## src/rtl/pps_period_counter.sv

```systemverilog
// PPS period counter: measures CLK33 cycles between accepted PPS edges, counts seconds,
// tracks lock/missing health and issues a one-cycle PPS1 trigger at a programmable offset.
//   state      | meaning
//   ST_IDLE    | out of reset, waiting for the first PPS edge
//   ST_LOCKED  | edges arriving; holdoff filters glitches, trigger armed
//   ST_MISSING | no accepted edge for TIMEOUT cycles; next edge relocks
module pps_period_counter #(
  parameter int CNT_WIDTH = 26,
  parameter int HOLDOFF   = 30_000_000,
  parameter int TIMEOUT   = 36_000_000
) (
  input  logic                 clk33_i,
  input  logic                 rst_n_i,
  input  logic                 pps_i,
  input  logic                 en_i,
  input  logic                 disable_i,
  input  logic [CNT_WIDTH-1:0] offset_i,
  output logic                 trig_o,
  output logic [CNT_WIDTH-1:0] period_o,
  output logic                 period_valid_o,
  output logic [31:0]          sec_count_o,
  output logic                 locked_o,
  output logic                 missing_o,
  output logic                 glitch_o
);

  typedef enum logic [1:0] {
    ST_IDLE    = 2'd0,
    ST_LOCKED  = 2'd1,
    ST_MISSING = 2'd2
  } state_t;

  localparam logic [CNT_WIDTH:0]   HOLDOFF_C  = (CNT_WIDTH+1)'(HOLDOFF);
  localparam logic [CNT_WIDTH-1:0] TIMEOUT_M1 = CNT_WIDTH'(TIMEOUT - 1);

  state_t                 state_q, state_d;
  logic                   pps_q;
  logic [CNT_WIDTH-1:0]   cnt_q, cnt_d;
  logic [CNT_WIDTH-1:0]   period_q, period_d;
  logic                   period_valid_q, period_valid_d;
  logic [31:0]            sec_q, sec_d;
  logic                   glitch_q, glitch_d;
  logic                   trig_q, trig_d;

  logic                   edge_w;
  logic                   accept;
  logic [CNT_WIDTH:0]     cnt_inc;

  assign edge_w  = pps_i & ~pps_q;
  // One extra bit so cnt+1 never wraps in the holdoff compare.
  assign cnt_inc = {1'b0, cnt_q} + (CNT_WIDTH+1)'(1);

  always_comb begin
    state_d        = state_q;
    period_d       = period_q;
    period_valid_d = 1'b0;
    glitch_d       = 1'b0;
    sec_d          = sec_q;
    accept         = 1'b0;

    case (state_q)
      ST_IDLE: begin
        if (edge_w) begin
          accept  = 1'b1;
          state_d = ST_LOCKED;
        end
      end
      ST_LOCKED: begin
        if (edge_w) begin
          if (cnt_inc >= HOLDOFF_C) begin
            accept         = 1'b1;
            period_d       = cnt_inc[CNT_WIDTH-1:0];
            period_valid_d = 1'b1;
          end else begin
            glitch_d = 1'b1;
          end
        end else if (cnt_q == TIMEOUT_M1) begin
          state_d = ST_MISSING;
        end
      end
      ST_MISSING: begin
        if (edge_w) begin
          accept  = 1'b1;
          state_d = ST_LOCKED;
        end
      end
      default: state_d = ST_IDLE;
    endcase

    if (accept) begin
      sec_d = sec_q + 32'd1;
      cnt_d = '0;
    end else if (&cnt_q) begin
      cnt_d = cnt_q;
    end else begin
      cnt_d = cnt_inc[CNT_WIDTH-1:0];
    end

    trig_d = (state_q == ST_LOCKED) & en_i & ~disable_i & (cnt_q == offset_i);
  end

  always_ff @(posedge clk33_i) begin
    if (!rst_n_i) begin
      state_q        <= ST_IDLE;
      pps_q          <= 1'b0;
      cnt_q          <= '0;
      period_q       <= '0;
      period_valid_q <= 1'b0;
      sec_q          <= '0;
      glitch_q       <= 1'b0;
      trig_q         <= 1'b0;
    end else begin
      state_q        <= state_d;
      pps_q          <= pps_i;
      cnt_q          <= cnt_d;
      period_q       <= period_d;
      period_valid_q <= period_valid_d;
      sec_q          <= sec_d;
      glitch_q       <= glitch_d;
      trig_q         <= trig_d;
    end
  end

  assign trig_o         = trig_q;
  assign period_o       = period_q;
  assign period_valid_o = period_valid_q;
  assign sec_count_o    = sec_q;
  assign locked_o       = (state_q == ST_LOCKED);
  assign missing_o      = (state_q == ST_MISSING);
  assign glitch_o       = glitch_q;

endmodule
```

## config.mk

```make
export PLATFORM = sky130hd
export DESIGN_NAME = pps_period_counter
export DESIGN_NICKNAME = d
export VERILOG_FILES = /design/src/rtl/pps_period_counter.sv
export SDC_FILE = /design/constraint.sdc
export NUM_CORES = 1
export LEC_CHECK = 0
export CAP_MARGIN = 20
export CORE_MARGIN = 1.5
export CORE_UTILIZATION = 35
export CTS_CLUSTER_DIAMETER = 50
export DETAILED_ROUTE_END_ITERATION = 16
export GPL_ROUTABILITY_DRIVEN = 1
export PLACE_DENSITY = 0.59
export SYNTH_ARGS = -nofsm -noshare
export SYNTH_HDL_FRONTEND = slang
export SYNTH_SLANG_ARGS = --single-unit
```

## constraint.sdc

```tcl
create_clock -name clk33_i -period 6.4 [get_ports clk33_i]
set_input_delay 1.28 -clock clk33_i [delete_from_list [all_inputs] [get_ports clk33_i]]
set_output_delay 1.28 -clock clk33_i [all_outputs]
set_load 0.01 [all_outputs]
```

==> flow_metrics.py, run 1 <==
metrics = {
    "synthesis": {
        "synthCells": 527,
        "seq_area_frac_synth_pct": 39.68,
        "synth_ff_type": "dfxtp_1",
        "synth-xor-area-share_pct": 13.89,
        "yosysMostFrequentCell": "dfxtp_1",
        "synth_top_family_by_area": "simple AND/OR/NAND/NOR gates",
        "synth_compound_area_share_pct": 15.54,
        "synth_edf_count": 0,
        "synth_top_area_share_pct": 39.68,
        "synthArstFlopShare_pct": 0,
        "yosys.area_share.adder_pct": 0.8267,
        "synth-simple-area-share_pct": 22.98,
        "synth-seq-cells": 90,
        "synthTopCellsByArea": "dfxtp_1 (40%), xnor2_1 (11%), a211oi_1 (5.6%)",
        "syn_nets": 561,
        "synth_area_um2": 4541,
        "yosysUniqueCellTypes": 43,
        "yosysTopAreaCell": "dfxtp_1",
        "synth.mux.area_fraction_pct": 2.204,
        "ys_warn_count": 0,
        "synth_commonest_cells": "dfxtp_1 (90), nor2_1 (59), xnor2_1 (58), a21oi_1 (39)",
        "syn_avg_cell_area_um2": 8.616,
    },
    "global_route": {
        "grt_pass1_vias": 3857,
        "antenna_found_initial": 0,
        "grtUsageTotal_pct": 18.97,
        "grt_first_pass_wirelength_um": 19910,
        "grt.overflow.total": 0,
        "grt_max_degree": 55,
    },
    "die": {
        "chipHeight_um": 116.9,
        "die_area_um2": 13670,
        "start_util_pct": 35.98,
        "num_io_pins": 94,
        "rows": 41,
        "die_w_um": 116.9,
        "coreArea_um2": 12620,
    },
    "clock_network": {
        "hold_buffers": 0,
        "cts-resized-gates": 0,
        "clock_path_buffers": 2,
        "cts_tree": "done",
        "htreeDepth": 3,
        "cts-buffers-inserted": 9,
        "clkSinkCount": 90,
        "post_cts_buffers": 0,
        "clock_latency_ps": 350,
        "clkTransAtPathRegs_ps": 60,
        "cts-root-buf": "clkbuf_16",
    },
    "drt": {
        "route.detailed.drc": 0,
        "viasPerCell": 5.208,
        "firstDrtPassIters": 4,
        "ant_nets": 0,
        "routed_wl_um": 12320,
        "drtIter0Drc": 214,
        "wl_per_cell_um": 16.00,
        "route.vias.total": 4010,
    },
    "worst_setup_path": {
        "critPathLaunchType": "register",
        "worstPathRequired_ps": 6590,
        "path_max_fanout": 26,
        "arrival_ps": 4390,
        "worst_setup_path_end_kind": "register",
        "worstReg2RegEnd": "cnt_q[24]",
        "critical_path_class": "register to register",
        "reg2reg_slack_ps": 2200,
        "r2r_cells": 10,
        "r2r_start": "cnt_q[10]",
    },
    "sta": {
        "layout_min_cycle_time_ps": 4198,
        "finClkSkew_ps": 8.541,
        "setup_viol": 0,
        "max_slew.worst_pin.slew_ps": 1056,
        "finalCritPeriodShare_pct": 65.59,
        "drv_slew": 0,
        "relSlewSlack_pct": 29.39,
        "rsz0062_at_grt": "no",
        "timing.fmax_mhz": 238.2,
        "timing.hold.ws_ps": 467.4,
        "final_hold_viol_count": 0,
        "setup-tns-final_ps": 0,
    },
    "outcome": {
        "status": "completed",
    },
    "pwr": {
        "power_w": 0.001137,
        "powerDensity_nw_per_um2": 195.6,
        "ir_worst_vdd_uv": 87.34,
        "power.leakage_nw": 1.841,
    },
    "worst_hold_path": {
        "holdCritStartpoint": "period_o[1]",
        "hold_end": "period_o[1]",
        "hold_depth": 2,
        "hold_class": "register to register",
    },
    "job": {
        "drv_cap": 0,
    },
    "placed_design": {
        "dpl-instance-area_um2": 5529,
        "port_buffers": 93,
        "gp_congestion": 0.8791,
        "dp_hpwl_um": 8953,
    },
    "cells_and_area": {
        "antenna_cells": 0,
        "multi_input_area_um2": 2517,
        "syn2layout_area_growth_pct": 27.97,
        "regArea_um2": 1802,
        "layout.nets": 627,
        "fill_cells": 1279,
        "final_area_um2": 5811,
        "drive_gt1_share_pct": 5.853,
    },
}
## critical path, stage by stage (launching register included)
cell	delay, ps
dfxtp_1	550
nand4_2	220
or2_0	420
or4_1	620
mux2i_1	150
a2111oi_1	450
o21ai_2	90
buf_4	230
a21boi_1	280
nand2b_1	860
nor3_1	150
## cell usage in the layout (no fill, tap or decap), drive strengths merged
cell,Yosys,layout
or4,3,3
xnor2,58,58
buf,19,3
a21oi,39,39
nand4,23,23
or2,2,2
and3b,1,1
nand3,20,20
and4,2,2
clkinv,0,4
inv,11,11
a2111oi,12,12
and4bb,1,1
nor4,10,10
and3,13,13
mux2i,10,10
nand2,34,34
nor3,9,9
nor2b,1,1
dfxtp,90,90
a311oi,1,1
a21boi,1,1
clkinvlp,0,2
a21bo,5,5
nor2,59,59
clkdlybuf4s50,0,93
nand3b,8,8
xor2,14,14
ha,3,3
and2,4,4
nor4b,3,3
o22ai,1,1
nand2b,7,7
a211oi,34,34
o21ai,3,3
a31o,4,4
clkbuf,22,10
## power by group
part	total, W	internal [W]	switching (W)	leakage [nW]
clock network	0.000501	0.000274	0.000228	0.134
registers	0.000569	0.000563	0.00000543	0.726
logic	0.0000666	0.0000322	0.0000344	0.981
total	0.00114	0.000869	0.000268	1.84
## how the worst max path moves through the flow
stage / startpoint / to / slack (ps)
2_1_floorplan: cnt_q[10] / cnt_q[10] / 3150
6_report: cnt_q[10] / cnt_q[24] / 2200
3_5_place_dp: cnt_q[10] / cnt_q[24] / 2180
4_1_cts: cnt_q[10] / cnt_q[24] / 2160
3_3_place_gp: cnt_q[12] / cnt_q[24] / 2300
5_1_grt: cnt_q[12] / cnt_q[24] / 1960
## cell families (layout without fill, tap and decap cells)
| group | count (synthesis) | count (layout) |
|---|---|---|
| AND/OR/NAND/NOR | 200 | 200 |
| flip-flops | 90 | 90 |
| multiplexers | 10 | 10 |
| adder cells (fa/ha/maj) | 3 | 3 |
| XOR/XNOR | 72 | 72 |
| AO/OA/AOI/OAI | 100 | 100 |
| buffers and inverters | 52 | 123 |
## final cells by class
class | count | share of cell area (%)
Timing Repair Buffer | 96 | 16.41
Multi-Input combinational cell | 385 | 43.32
Clock buffer | 10 | 4.113
Tap cell | 172 | 3.704
Inverter | 11 | 0.7106
Clock inverter | 6 | 0.7321
Sequential cell | 90 | 31.01
## per-stage QoR
step	util (%)	setup WS, ps	std cells
after floorplan	-	3150	527
after global placement	43.81	2302	754
after detailed placement	43.81	2180	754
after CTS	46.04	2164	770
after global routing	46.04	1961	770
final	46.04	2202	770
## registers in the layout, summed over array words and instances, names as in the netlist
name            cells
cnt_q              26
glitch_o            1
period_o           26
period_valid_o      1
pps_q               1
sec_count_o        32
state_q             2
trig_o              1
## routing by layer
| metal | share of wire [%] | global-route usage, % |
|---|---|---|
| met5 | 0 | 0 |
| met4 | 1.8 | 7.470 |
| met1 | 47 | 25.89 |
| met3 | 4.9 | 3.347 |
| met2 | 46 | 29.90 |
No activity file was read; power rests on OpenSTA's default activity.
==> run 2: changes to the inputs <==
--- a/config.mk
+++ b/config.mk
@@ -11,7 +11,7 @@
 export CTS_CLUSTER_DIAMETER = 50
 export DETAILED_ROUTE_END_ITERATION = 16
 export GPL_ROUTABILITY_DRIVEN = 1
-export PLACE_DENSITY = 0.59
+export PLACE_DENSITY = 0.61
 export SYNTH_ARGS = -nofsm -noshare
 export SYNTH_HDL_FRONTEND = slang
 export SYNTH_SLANG_ARGS = --single-unit
==> constraint.sdc (replaced) <==
create_clock -name clk33_i -period 3.47 [get_ports clk33_i]
set_input_delay 0.694 -clock clk33_i [delete_from_list [all_inputs] [get_ports clk33_i]]
set_output_delay 0.694 -clock clk33_i [all_outputs]
set_load 0.01 [all_outputs]
==> run 2 against run 1 <==
  * Clock skew is 0.70 ps lower
  * Highest routed layer unchanged
  * Combinational power is 100% higher
  * Clock-buffer cell count is 1 lower
  * Global-route usage is 0.46 points higher
  * Worst hold slack better by 1.7 ps
  * Critical endpoint is now sec_count_o[28]
==> flow_metrics.py, run 2 (synthesized netlist as in run 1, its figures left out) <==
metrics = {
    "outcome": {
        "status": "completed",
    },
    "pwr": {
        "power_w": 0.002198,
        "ir_worst_vdd_uv": 357.3,
        "power.leakage_nw": 1.995,
        "powerDensity_nw_per_um2": 361.2,
    },
    "worst_hold_path": {
        "hold_class": "register to register",
        "hold_end": "period_o[1]",
        "holdCritStartpoint": "period_o[1]",
        "hold_depth": 2,
    },
    "clock_network": {
        "post_cts_buffers": 0,
        "hold_buffers": 0,
        "clkTransAtPathRegs_ps": 70,
        "cts_tree": "done",
        "cts-root-buf": "clkbuf_16",
        "clock_path_buffers": 2,
        "cts-buffers-inserted": 9,
        "htreeDepth": 3,
        "clkSinkCount": 90,
        "clock_latency_ps": 350,
    },
    "sta": {
        "rsz0062_at_grt": "no",
        "final_hold_viol_count": 0,
        "setup_viol": 0,
        "relSlewSlack_pct": 51.44,
        "layout_min_cycle_time_ps": 3247,
        "drv_slew": 0,
        "max_slew.worst_pin.slew_ps": 721.7,
        "timing.fmax_mhz": 308.0,
        "finClkSkew_ps": 7.840,
        "finalCritPeriodShare_pct": 93.57,
        "setup-tns-final_ps": 0,
    },
    "die": {
        "chipHeight_um": 116.9,
        "die_w_um": 116.9,
        "start_util_pct": 35.98,
        "num_io_pins": 94,
        "coreArea_um2": 12620,
        "die_area_um2": 13670,
        "rows": 41,
    },
    "worst_setup_path": {
        "arrival_ps": 3520,
        "worst_setup_path_end_kind": "register",
        "r2r_cells": 10,
        "cp_slowest_stage_delay_ps": 660,
        "worstReg2RegEnd": "sec_count_o[28]",
        "critical_path_class": "register to register",
        "cp_cell_sequence": "ha_1 -> nand3_1 -> or4_1 -> xnor2_2 -> nand4_1 -> o21ai_2 -> buf_4 -> a21oi_1 -> a31o_2 -> a21oi_1",
        "crit_slowest_cell": "or4_1",
        "critPathLaunchType": "register",
        "worstPathRequired_ps": 3750,
        "critPathTopFamily": "simple AND/OR/NAND/NOR gates",
        "cpMostUsedCell": "a21oi_1",
        "path_max_fanout": 20,
        "r2r_start": "cnt_q[0]",
        "worst-path-buf-inv": 1,
        "reg2reg_slack_ps": 220,
    },
    "cells_and_area": {
        "stdcell_count": 795,
        "fill_cells": 1243,
        "mostFrequentLayoutCells": "clkdlybuf4s50_1 (93), dfxtp_1 (90), nor2_1 (59), xnor2_1 (57), a21oi_1 (38)",
        "final_common_cell": "clkdlybuf4s50_1",
        "layout.nets": 652,
        "antenna_cells": 0,
        "multi_input_area_um2": 2552,
        "drive_gt1_share_pct": 10.59,
        "largest_reg_flops": 32,
        "syn2layout_area_growth_pct": 34.00,
        "regArea_um2": 1802,
    },
    "global_route": {
        "grt_first_pass_wirelength_um": 20290,
        "grt_pass1_vias": 4043,
        "antenna_found_initial": 0,
        "grt.overflow.total": 0,
        "grt_max_degree": 54,
        "grtUsageTotal_pct": 19.43,
    },
    "drt": {
        "drtIter0Drc": 157,
        "viasPerCell": 5.231,
        "routed_wl_um": 12820,
        "route.detailed.drc": 0,
        "ant_nets": 0,
        "firstDrtPassIters": 5,
        "wl_per_cell_um": 16.13,
        "route.vias.total": 4159,
    },
    "placed_design": {
        "dp_hpwl_um": 9569,
        "gp_congestion": 0.9091,
        "port_buffers": 93,
        "dp_cells": 779,
    },
    "job": {
        "drv_cap": 0,
    },
}
## run 2: cell types whose count changed in the layout (fill, tap and decap cells not counted), moves of 2 or more
cell / change
a2111oi_0: -2
buf_12: +2
a211oi_1: -2
a211oi_2: +2
clkinv_4: -2
buf_4: +23
inv_6: +2
inv_8: +2
## run 2: worst reg2reg max path: cells and delay by family (launching register included)
kind | cells | cell delay [ps]
AO/OA/AOI/OAI | 4 | 890
adder cells (fa/ha/maj) | 1 | 230
AND/OR/NAND/NOR | 3 | 1070
buffers and inverters | 1 | 300
XOR/XNOR | 1 | 240
flip-flops | 1 | 440
## run 2: final cells by class
type / count / share of cell area [%]
clock inverters: 7 / 1.357
repair buffers: 121 / 19.17
inverters: 11 / 0.6786
well taps: 172 / 3.537
clock buffers: 9 / 3.701
multi-input cells: 385 / 41.95
flip-flops and latches: 90 / 29.61
## run 2: report_power, final
part	leakage, nW	switching [W]	internal [W]	total [W]
Combinational	1.12	0.0000658	0.0000680	0.000134
Clock	0.150	0.000445	0.000572	0.00102
Sequential	0.726	0.00000794	0.00104	0.00105
Total	1.99	0.000519	0.00168	0.00220
## run 2: worst max-delay path by stage
stage / start / end / cells past startpoint
after floorplan: cnt_q[10] / cnt_q[10] / 13
after global placement: cnt_q[13] / sec_count_o[12] / 10
after detailed placement: cnt_q[12] / sec_count_o[14] / 10
after CTS: cnt_q[12] / sec_count_o[14] / 10
after global routing: cnt_q[12] / period_o[11] / 10
final: cnt_q[0] / sec_count_o[28] / 10
## run 2: what timing repair did
action                                  CTS  global route
endpoints found under the setup margin    0            33
gates resized for setup                   0             8
hold endpoints to repair                  0             0
## run 2: routing by layer
metal / vias to the layer above / GRT usage (%) / share of wire, %
li1: 2045 / - / -
met1: 1972 / 24.01 / 45
met2: 126 / 32.83 / 48
met3: 16 / 5.561 / 5.6
met4: 0 / 6.104 / 1.4
met5: - / 0 / 0
## run 2: through the flow
step / setup slack [ps] / util, % / area, µm² / hold slack, ps
after floorplan: 219.9 / - / 4541 / 480.2
final: 223.1 / 48.22 / 6085 / 469.2
after CTS: 49.42 / 47.94 / 6050 / 476.8
after global routing: 7.754 / 48.22 / 6085 / 498.5
after global placement: 208.5 / 45.50 / 5742 / 455.3
after detailed placement: 54.96 / 45.50 / 5742 / 466.4
==> run 3: changes to the inputs <==
--- a/config.mk
+++ b/config.mk
@@ -6,6 +6,7 @@
 export NUM_CORES = 1
 export LEC_CHECK = 0
 export CAP_MARGIN = 20
+export CORE_ASPECT_RATIO = 0.75
 export CORE_MARGIN = 1.5
 export CORE_UTILIZATION = 35
 export CTS_CLUSTER_DIAMETER = 50
==> run 3 against run 2 <==
  * Utilization increased by 0.67 points
  * Critical path depth is 3 higher
  * Power is 5.5% lower
  * Combinational power is essentially flat
  * Largest power group unchanged
  * Register-to-register slack hardly changed
  * Clock skew barely moved
  * Sequential share of layout area is 0.079 points lower
  * Die area barely moved
  * Non-clock buffer count rose by 8
  * Critical path type unchanged
==> flow_metrics.py, run 3 (synthesized netlist as in run 1, its figures left out) <==
metrics = {
    "sta": {
        "timing.hold.ws_ps": 474.5,
        "timing.fmax_mhz": 308.4,
        "finalCritPeriodShare_pct": 93.46,
        "layout_min_cycle_time_ps": 3243,
        "drv_slew": 0,
        "rsz0062_at_grt": "no",
        "final_hold_viol_count": 0,
        "setup_viol": 0,
        "setup-tns-final_ps": 0,
        "finClkSkew_ps": 7.821,
        "relSlewSlack_pct": 64.39,
        "max_slew.worst_pin.slew_ps": 520.7,
    },
    "worst_setup_path": {
        "path_max_fanout": 11,
        "arrival_ps": 3510,
        "critPathTopFamily": "compound AO/OA/AOI/OAI gates",
        "worstPathRequired_ps": 3730,
        "cp_cell_sequence": "buf_4 -> ha_1 -> nand3_1 -> buf_4 -> o22ai_1 -> a311oi_1 -> a31o_2 -> a211oi_1 -> o21ai_2 -> buf_4 -> a211oi_1 -> and3_1 -> mux2i_1",
        "critical_path_class": "register to register",
        "worst-path-buf-inv": 3,
        "cpMostUsedCell": "buf_4",
        "critPathLaunchType": "register",
        "crit_slowest_cell": "dfxtp_1",
        "worst_setup_path_end_kind": "register",
        "cp_slowest_stage_delay_ps": 430,
    },
    "cells_and_area": {
        "drive_gt1_share_pct": 11.09,
        "layout.nets": 660,
        "largest_reg_flops": 32,
        "syn2layout_area_growth_pct": 34.36,
        "mostFrequentLayoutCells": "clkdlybuf4s50_1 (93), dfxtp_1 (90), nor2_1 (59), xnor2_1 (57), a21oi_1 (39)",
        "stdcell_count": 797,
        "final_area_um2": 6101,
        "multi_input_area_um2": 2537,
        "fill_cells": 1211,
        "antenna_cells": 0,
        "regArea_um2": 1802,
        "final_common_cell": "clkdlybuf4s50_1",
    },
    "outcome": {
        "status": "completed",
    },
    "drt": {
        "viasPerCell": 5.192,
        "routed_wl_um": 12850,
        "ant_nets": 0,
        "route.detailed.drc": 0,
        "firstDrtPassIters": 5,
        "wl_per_cell_um": 16.12,
        "drtIter0Drc": 228,
        "route.vias.total": 4138,
    },
    "clock_network": {
        "clock_latency_ps": 330,
        "clock_path_buffers": 2,
        "clkSinkCount": 90,
        "cts_tree": "done",
        "htreeDepth": 3,
        "cts-buffers-inserted": 9,
        "cts-root-buf": "clkbuf_16",
        "clkTransAtPathRegs_ps": 60,
    },
    "global_route": {
        "grt_first_pass_wirelength_um": 20640,
        "antenna_found_initial": 0,
        "grt_max_degree": 54,
        "grtUsageTotal_pct": 19.34,
        "grt_pass1_vias": 3918,
        "grt.overflow.total": 0,
    },
    "die": {
        "num_io_pins": 94,
        "die_area_um2": 13670,
        "start_util_pct": 36.38,
        "rows": 35,
        "chipHeight_um": 101.6,
        "die_w_um": 134.5,
        "coreArea_um2": 12480,
    },
    "placed_design": {
        "dp_hpwl_um": 9693,
        "gp_congestion": 0.8908,
        "dp_cells": 781,
        "dpl-instance-area_um2": 5807,
        "port_buffers": 93,
    },
    "pwr": {
        "ir_worst_vdd_uv": 229.4,
        "power.leakage_nw": 2.012,
        "powerDensity_nw_per_um2": 340.4,
    },
    "job": {
        "drv_cap": 0,
    },
    "worst_hold_path": {
        "hold_class": "register to register",
    },
}
## run 3: path summary, 6_finish.rpt
check                           slack [ps]         endpoint         from  cells after the start
worst max-delay path                   230  sec_count_o[31]     cnt_q[0]                     13
worst min-delay path                   470      period_o[1]  period_o[1]                      2
worst max register to register         230  sec_count_o[31]     cnt_q[0]                     13
worst min register to register         470      period_o[1]  period_o[1]                      2
## run 3: metrics by stage
stage | utilization, % | power (W) | worst slack [ps]
after CTS | 48.72 | 0.002106 | 90.37
after global placement | 46.53 | 0.001203 | 202.9
after floorplan | - | 0.001133 | 219.9
after global routing | 48.88 | 0.002158 | 51.14
final | 48.88 | 0.002077 | 227.1
after detailed placement | 46.53 | 0.001206 | 139.5
## run 3: final cells by class
type,count,share of cell area (%)
Clock inverter,4,0.4512
Inverter,11,0.6768
Tap cell,166,3.404
Timing Repair Buffer,129,20.30
Clock buffer,12,4.040
Multi-Input combinational cell,385,41.59
Sequential cell,90,29.53
## run 3: per-layer routing
layer  share of wire, %  routed length (µm)  track usage, %
met1                 51                6514           28.71
met2                 42                5413           28.05
met3                5.9                 755           3.904
met4                1.3                 164           5.790
met5                  0                   0               0
## run 3: worst reg2reg max path, stage by stage, from the launching register on
cell,delay [ps]
dfxtp_1,430
buf_4,180
ha_1,170
nand3_1,150
buf_4,190
o22ai_1,140
a311oi_1,110
a31o_2,220
a211oi_1,370
o21ai_2,170
buf_4,210
a211oi_1,410
and3_1,240
mux2i_1,170
## run 3: what timing repair did
action | in CTS | in global routing
hold buffers | 0 | 0
endpoints found under the setup margin | 0 | 48
setup buffers | 0 | 0
resized for setup | 0 | 5
## run 3: power by group
| part | switching, W | internal (W) | total, W | leakage, nW |
|---|---|---|---|---|
| combinational | 0.0000659 | 0.0000693 | 0.000135 | 1.16 |
| sequential | 0.00000762 | 0.00104 | 0.00105 | 0.726 |
| clock | 0.000390 | 0.000504 | 0.000894 | 0.125 |
